[src/rtl/freg_dump_streamer_if.sv]
// Byte-stream handshake between the register dump streamer and its sink.
interface freg_dump_streamer_if;
    logic [7:0] oByte;
    logic       oByteValid;
    logic       iByteReady;

    modport master (output oByte, output oByteValid, input iByteReady);
    modport slave  (input oByte, input oByteValid, output iByteReady);
endinterface

[src/rtl/freg_dump_streamer.sv]
// Streams a framed dump (header, then index + 4 data bytes per register, then checksum)
// of a contiguous, possibly wrapping, range of FP registers over a valid/ready byte link.
module freg_dump_streamer #(
    parameter logic [7:0] HEADER = 8'hA5
) (
    input  logic                 iCLK,
    input  logic                 iRST,
    input  logic                 iStart,
    input  logic [4:0]           iFirst,
    input  logic [4:0]           iLast,
    output logic [4:0]           oRegSelect,
    input  logic [31:0]          iRegData,
    output logic                 oBusy,
    output logic                 oDone,
    freg_dump_streamer_if.master strm
);
    localparam int unsigned IDX_W  = 5;
    localparam int unsigned DATA_W = 32;
    localparam int unsigned BYTE_W = 8;
    localparam int unsigned CNT_W  = 2;

    typedef enum logic [2:0] {
        S_IDLE = 3'd0,
        S_HDR  = 3'd1,
        S_IDX  = 3'd2,
        S_DATA = 3'd3,
        S_SUM  = 3'd4
    } state_t;

    state_t              state_q;
    logic [IDX_W-1:0]    sel_q;
    logic [IDX_W-1:0]    last_q;
    logic [BYTE_W-1:0]   byte_q;
    logic                valid_q;
    logic                busy_q;
    logic                done_q;
    logic [DATA_W-1:0]   shadow_q;
    logic [BYTE_W-1:0]   cks_q;
    logic [CNT_W-1:0]    cnt_q;

    logic                xfer;
    logic [BYTE_W-1:0]   cks_d;
    logic [IDX_W-1:0]    sel_d;
    logic [CNT_W-1:0]    cnt_d;

    assign xfer  = valid_q && strm.iByteReady;
    assign cks_d = cks_q + byte_q;
    assign sel_d = sel_q + IDX_W'(1);
    assign cnt_d = cnt_q + CNT_W'(1);

    // Shadow bytes leave MSB first.
    function automatic logic [BYTE_W-1:0] shadow_byte(input logic [DATA_W-1:0] w,
                                                      input logic [CNT_W-1:0]  c);
        case (c)
            2'd0:    shadow_byte = w[31:24];
            2'd1:    shadow_byte = w[23:16];
            2'd2:    shadow_byte = w[15:8];
            default: shadow_byte = w[7:0];
        endcase
    endfunction

    always_ff @(posedge iCLK or posedge iRST) begin
        if (iRST) begin
            state_q  <= S_IDLE;
            sel_q    <= '0;
            last_q   <= '0;
            byte_q   <= '0;
            valid_q  <= 1'b0;
            busy_q   <= 1'b0;
            done_q   <= 1'b0;
            shadow_q <= '0;
            cks_q    <= '0;
            cnt_q    <= '0;
        end else begin
            done_q <= 1'b0;
            case (state_q)
                S_IDLE: begin
                    if (iStart) begin
                        last_q  <= iLast;
                        sel_q   <= iFirst;
                        cks_q   <= '0;
                        byte_q  <= HEADER;
                        valid_q <= 1'b1;
                        busy_q  <= 1'b1;
                        state_q <= S_HDR;
                    end
                end
                S_HDR: begin
                    if (xfer) begin
                        byte_q  <= BYTE_W'(sel_q);
                        state_q <= S_IDX;
                    end
                end
                S_IDX: begin
                    // Register data is frozen here so later file writes cannot tear the frame.
                    if (xfer) begin
                        shadow_q <= iRegData;
                        cks_q    <= cks_d;
                        cnt_q    <= '0;
                        byte_q   <= shadow_byte(iRegData, CNT_W'(0));
                        state_q  <= S_DATA;
                    end
                end
                S_DATA: begin
                    if (xfer) begin
                        cks_q <= cks_d;
                        if (cnt_q == CNT_W'(3)) begin
                            cnt_q <= '0;
                            if (sel_q == last_q) begin
                                byte_q  <= cks_d;
                                state_q <= S_SUM;
                            end else begin
                                sel_q   <= sel_d;
                                byte_q  <= BYTE_W'(sel_d);
                                state_q <= S_IDX;
                            end
                        end else begin
                            cnt_q  <= cnt_d;
                            byte_q <= shadow_byte(shadow_q, cnt_d);
                        end
                    end
                end
                S_SUM: begin
                    if (xfer) begin
                        valid_q <= 1'b0;
                        busy_q  <= 1'b0;
                        done_q  <= 1'b1;
                        state_q <= S_IDLE;
                    end
                end
                default: state_q <= S_IDLE;
            endcase
        end
    end

    assign oRegSelect      = sel_q;
    assign oBusy           = busy_q;
    assign oDone           = done_q;
    assign strm.oByte      = byte_q;
    assign strm.oByteValid = valid_q;
endmodule

[src/flat_wrapper.sv]
// flat-port wrapper written by rule: the top's interface ports become plain ports
module freg_dump_streamer_flat 
#(
    parameter logic [7:0] HEADER = 8'hA5
)
  (iCLK, iRST, iStart, iFirst, iLast, oRegSelect, iRegData, oBusy, oDone, strm_oByte, strm_oByteValid, strm_iByteReady);
  freg_dump_streamer_if strm_i ();
  input  logic iCLK;
  input  logic iRST;
  input  logic iStart;
  input  logic [4:0] iFirst;
  input  logic [4:0] iLast;
  output logic [4:0] oRegSelect;
  input  logic [31:0] iRegData;
  output logic oBusy;
  output logic oDone;
  output wire logic [$bits(strm_i.oByte)-1:0] strm_oByte;
  output wire logic [$bits(strm_i.oByteValid)-1:0] strm_oByteValid;
  input wire logic [$bits(strm_i.iByteReady)-1:0] strm_iByteReady;
  assign strm_oByte = strm_i.oByte;
  assign strm_oByteValid = strm_i.oByteValid;
  assign strm_i.iByteReady = strm_iByteReady;
  freg_dump_streamer #(.HEADER(HEADER)) u_core (.iCLK(iCLK), .iRST(iRST), .iStart(iStart), .iFirst(iFirst), .iLast(iLast), .oRegSelect(oRegSelect), .iRegData(iRegData), .oBusy(oBusy), .oDone(oDone), .strm(strm_i));
endmodule
[config.mk]
export PLATFORM = sky130hd
export DESIGN_NAME = freg_dump_streamer_flat
export DESIGN_NICKNAME = d
export VERILOG_FILES = /design/src/rtl/freg_dump_streamer_if.sv /design/src/rtl/freg_dump_streamer.sv /design/src/flat_wrapper.sv
export SDC_FILE = /design/constraint.sdc
export NUM_CORES = 1
export LEC_CHECK = 0
export ABC_AREA = 1
export BUFFER_PORTS_ARGS = -buffer_cell sky130_fd_sc_hd__buf_2
export CAP_MARGIN = 5
export CORE_MARGIN = 10
export CORE_UTILIZATION = 50
export CTS_BUF_LIST = sky130_fd_sc_hd__clkbuf_2
export CTS_CLUSTER_SIZE = 24
export DETAILED_ROUTE_END_ITERATION = 8
export GPL_ROUTABILITY_DRIVEN = 0
export PLACE_DENSITY = 0.72
export SETUP_SLACK_MARGIN = 0.05
export SLEW_MARGIN = 20
export SYNTH_ARGS = -nofsm -noshare
export SYNTH_HDL_FRONTEND = slang
export SYNTH_SLANG_ARGS = --single-unit
[constraint.sdc]
create_clock -name iCLK -period 2.65 [get_ports iCLK]
set_input_delay 0.795 -clock iCLK [delete_from_list [all_inputs] [get_ports iCLK]]
set_output_delay 0.795 -clock iCLK [all_outputs]
set_load 0.005 [all_outputs]
# [Yosys cells after proc, flatten, opt, wreduce, memory -nomap -nowiden]
# Cells that the tools add are included.
[classes] n_addsub=3 n_reduce_logical=17 mux=33 eq_ne=16
[ops] operator="2-to-1 mux 8 bit" n=8
[ops] operator="one-hot mux 8 bit (4 select lines)" n=1
[ops] operator="one-hot mux 8 bit (3 select lines)" n=1
[ops] operator="2-to-1 mux 3 bit" n=7
[ops] operator="2-to-1 mux 5 bit" n=4
[ops] operator="one-hot mux 8 bit (2 select lines)" n=1
[ops] operator="one-hot mux 3 bit (5 select lines)" n=1
[ops] operator="!= test 2 x 1 -> 1 bit, second input constant" n=6
[ops] operator="one-hot mux 5 bit (2 select lines)" n=1
[ops] operator="AND reduction 5 bit" n=2
[ops] operator="AND reduction 3 bit" n=3
[ops] operator="adder 8 bit" n=1
[ops] operator="nonzero test 2 bit" n=4
[ops] operator="== test 3 x 2 -> 1 bit, second input constant" n=2
[ops] operator="2-to-1 mux 2 bit" n=3
[ops] operator="AND reduction 6 bit" n=1
[ops] operator="adder 5 x 1 -> 5 bit, second input constant" n=1
[ops] operator="== test 5 bit" n=1
[ops] operator="== test 2 bit, second input constant" n=2
[ops] operator="2-to-1 mux 1 bit" n=4
[ops] operator="!= test 2 bit, second input constant" n=2
[ops] operator="one-hot mux 2 bit (2 select lines)" n=1
[ops] operator="AND reduction 2 bit" n=2
[ops] operator="nonzero test 4 bit" n=1
[ops] operator="other kinds (9)" n=9
[totals] output_inout_bits=16 word_cells=78 regBits=65

# [Longest topological paths before layout]
[depth] ltp_word=6 depth_mapped=13

# [Worst setup path before layout]
# No wires, ideal clock.
[synth_timing] kind="input -> register" start="in strm_iByteReady" end="reg u_core.byte_q[5], in the netlist u_core.strm.oByte[5]" setup_slack_ps=755 n_path_buf=1 arrival_ps=1773 path_stages=8 path_cell_list="nand2_1 clkbuf_1 nand2_1 nand2_2 nor3_4 o21ai_1 nor2_1 a21oi_1"
[synth_between] elab_chain_len=3 elab_cells_between_ends=5 classes_between="eq/ne (3); reduce/logical (2)"
[synth_lines] element="start, declared" line_no="flat_wrapper.sv:19" source="input wire logic [$bits(strm_i.iByteReady)-1:0] strm_iByteReady;"
[synth_lines] element="logical AND 1 bit (*)" line_no="freg_dump_streamer.sv:46" source="assign xfer = valid_q && strm.iByteReady;"
[synth_lines] element="!= test 2 x 1 -> 1 bit (no source line)"
[synth_lines] element="AND reduction 5 bit (no source line) (*)"
[synth_lines] element="end signal, assigned" line_no="freg_dump_streamer.sv:90" source="byte_q <= BYTE_W'(sel_q);"
[synth_lines] element="end signal, assigned" line_no="freg_dump_streamer.sv:100" source="byte_q <= shadow_byte(iRegData, CNT_W'(0));"
[synth_lines] element="end signal, assigned" line_no="freg_dump_streamer.sv:110" source="byte_q <= cks_d;"
[synth_lines] element="end, declared" line_no="freg_dump_streamer.sv:33" source="logic [BYTE_W-1:0] byte_q;"
# Mark *: on every way between the ends. The rest lies on a longest branch, timed or not.
# A chain may end at the register's enable or synchronous reset.

# [Worst setup path in the final report]
[layout_timing] start="reg u_core.sel_q[2], in the netlist u_core.oRegSelect[2]" end="out oRegSelect[2]"
[layout_rtl] element="start, declared" line_no="freg_dump_streamer.sv:31" source="logic [IDX_W-1:0] sel_q;"
[layout_rtl] element="start signal, assigned" line_no="freg_dump_streamer.sv:80" source="sel_q <= iFirst;"
[layout_rtl] element="start signal, assigned" line_no="freg_dump_streamer.sv:113" source="sel_q <= sel_d;"
[layout_rtl] element="end, declared" line_no="flat_wrapper.sv:13" source="output logic [4:0] oRegSelect;"
# No word-level cell between the ends.

==> impl_metrics.json <==
{
  "status": "finished clean",
  "crit_fanout": 7,
  "synth_top_cell_by_area": "dfrtp_1",
  "ir_drop_uv": 524,
  "cp-end-kind": "output port",
  "num_vias": 3385,
  "finalSetupViolCount": 0,
  "final_common_cell": "nand2_1",
  "yosys_register_bits": 65,
  "hold_viol": 0,
  "dp.final_hpwl_um": 7260,
  "placement.cell_area_mm2": 0.00406,
  "htree_levels": 3,
  "layout_common_cells": "nand2_1, dfrtp_1, buf_2",
  "p_seq_frac": 0.357,
  "grt_pass1_wl_um": 16400,
  "drt_pre_antenna_iters": 6,
  "power.share.clock": 0.141,
  "viasPerCell": 5.08,
  "drc": 0,
  "antenna_found_initial": 0,
  "clk_pin_slew_worst_paths_ps": 220,
  "clock_path_buffers": 2,
  "max_slew_margin": 0.644,
  "rsz0062_at_grt": "no",
  "fin_worst_skew_ps": 47.0,
  "worst-path-buf-inv": 1,
  "drtIter0Drc": 254,
  "die-area_mm2": 0.0111,
  "overflow": 0,
  "fin_crit_sh": 0.755,
  "numClockSinks": 65,
  "rows": 31,
  "initial_core_util": 0.506,
  "layout.nets": 621,
  "root_buffer": "clkbuf_2",
  "p_int_w": 0.00264,
  "slowest_delay_ps": 510,
  "netlist_instances": 496,
  "io_pins": 62,
  "fin_area_mm2": 0.00420,
  "numCtsBuffers": 9,
  "path_cells": "buf_2",
  "swShare": 0.471,
  "finalCriticalPeriod_ps": 2000,
  "ant_nets": 0,
  "grt_max_degree": 66,
  "routedWlPerCell_um": 14.5,
  "cts_tree": "yes",
  "total_leakage_power_nw": 2.26,
  "hold_class": "primary input to async pin",
  "yosys.area.top_type_share": 0.448,
  "crit_slowest_cell": "dfrtp_1",
  "synth.avg_cell_area_um2": 7.33,
  "cts_hold_buf": 0,
  "clock_latency_ps": 540,
  "tns_ps": 0,
  "layout-drive-gt1-share": 0.182,
  "syn_area_mm2": 0.00363,
  "maxCapViolCount": 0,
  "crit_path_start_kind": "flip-flop",
  "arrival_ps": 1210,
  "critPathKind": "flip-flop to output port",
  "slew_violations": 0,
  "routed_wl_um": 9640,
  "hold_ws_ps": 266,
  "grt_pass1_vias": 3422,
  "core_mm2": 0.00718,
  "die_width_um": 105,
  "yosys-top-cells-area": "dfrtp_1, nand2_1, ha_1",
  "die_h_um": 105,
  "syn_nets": 556,
  "ys_seq_area_frac": 0.448,
  "postCtsSetupRepairBufs": 0,
  "fillerInstances": 682,
  "yosysWarnings": 0,
  "area_growth_syn_to_layout_pct": 15.7,
  "track_usage": 0.180,
  "cp.required_ps": 1860,
  "synth.distinct_cells": 30,
  "port_buffers": 61,
  "cp_top_family": "flip-flops",
  "cts.repair.resized": 0,
  "pwr_density_cell_mw_per_mm2": 1190,
  "p_switching_w": 0.00235,
  "p_comb_frac": 0.502,
  "fmax_mhz": 500,
  "tightest_slew_ps": 533
}
[final timing paths]
path	from	to	slack, ps	cells after the start
min	iRST	u_core.shadow_q[19]	270	3
max in group asynchronous	iRST	u_core.strm.oByte[1]	2050	3
min in group iCLK	iRegData[14]	u_core.shadow_q[14]	420	3
max	u_core.oRegSelect[2]	oRegSelect[2]	650	1
min reg2reg	u_core.shadow_q[16]	u_core.shadow_q[16]	500	2
max reg2reg	u_core.cnt_q[0]	u_core.strm.oByte[6]	680	10
[cells in the mapped netlist (all sizes together)]
library cell,n
o211ai,1
or2,1
ha,13
a221oi,1
o22ai,4
nand3,26
o21a,1
buf,6
o21ai,29
o31ai,4
nor3,1
mux2,1
fa,1
xor2,6
o311ai,1
dfrtp,65
nand3b,1
a21oi,26
nand2,207
nor4,1
nor2,42
inv,49
clkbuf,7
nand4,2
[power groups by stage]
stage	registers (W)	logic, W	clock network, W
2_1_floorplan	0.00171	0.00181	0
3_3_place_gp	0.00177	0.00242	0
3_5_place_dp	0.00179	0.00250	0
4_1_cts	0.00177	0.00251	0.000717
5_1_grt	0.00184	0.00289	0.000761
6_report	0.00178	0.00250	0.000701
[area by class of cell]
cell class	instances	area (um^2)	area share
Antenna cell	1	2.50	0.000595
Clock buffer	9	45.0	0.0107
Clock inverter	7	93.8	0.0223
Inverter	49	184	0.0438
Multi-Input combinational cell	369	1760	0.420
Sequential cell	65	1630	0.387
Tap cell	99	124	0.0295
Timing Repair Buffer	67	363	0.0863
[registers in the layout (all words and copies together), names as in the netlist]
name,count
u_core.cks_q,8
u_core.cnt_q,2
u_core.last_q,5
u_core.oDone,1
u_core.oRegSelect,5
u_core.shadow_q,32
u_core.state_q,3
u_core.strm.oByte,8
u_core.strm.oByteValid,1
[kinds of logic after synthesis]
logic type	share of synthesized area
muxes	0.00310
AOI/OAI and AO/OA	0.0999
buffers and inverters	0.0668
DFF	0.448
and+or+nand+nor	0.318
adders and majority gates	0.0503
xor gates and xnor gates	0.0145
[through the flow]
step            util  power [W]  std cells  worst slack (ps)
2_1_floorplan      -    0.00352        496               229
3_3_place_gp   0.566    0.00419        649               601
3_5_place_dp   0.566    0.00429        649               563
4_1_cts        0.585    0.00500        665               622
5_1_grt        0.585    0.00549        665               417
6_report       0.586    0.00499        666               649
[layer usage]
metal,routed length (um),global-route usage,vias to the layer above
met5,0,0,-
met4,239,0.0814,0
met3,556,0.0390,25
met2,4610,0.291,93
met1,4230,0.225,1567
li1,-,-,1700
(Power assumes the default switching activity.)
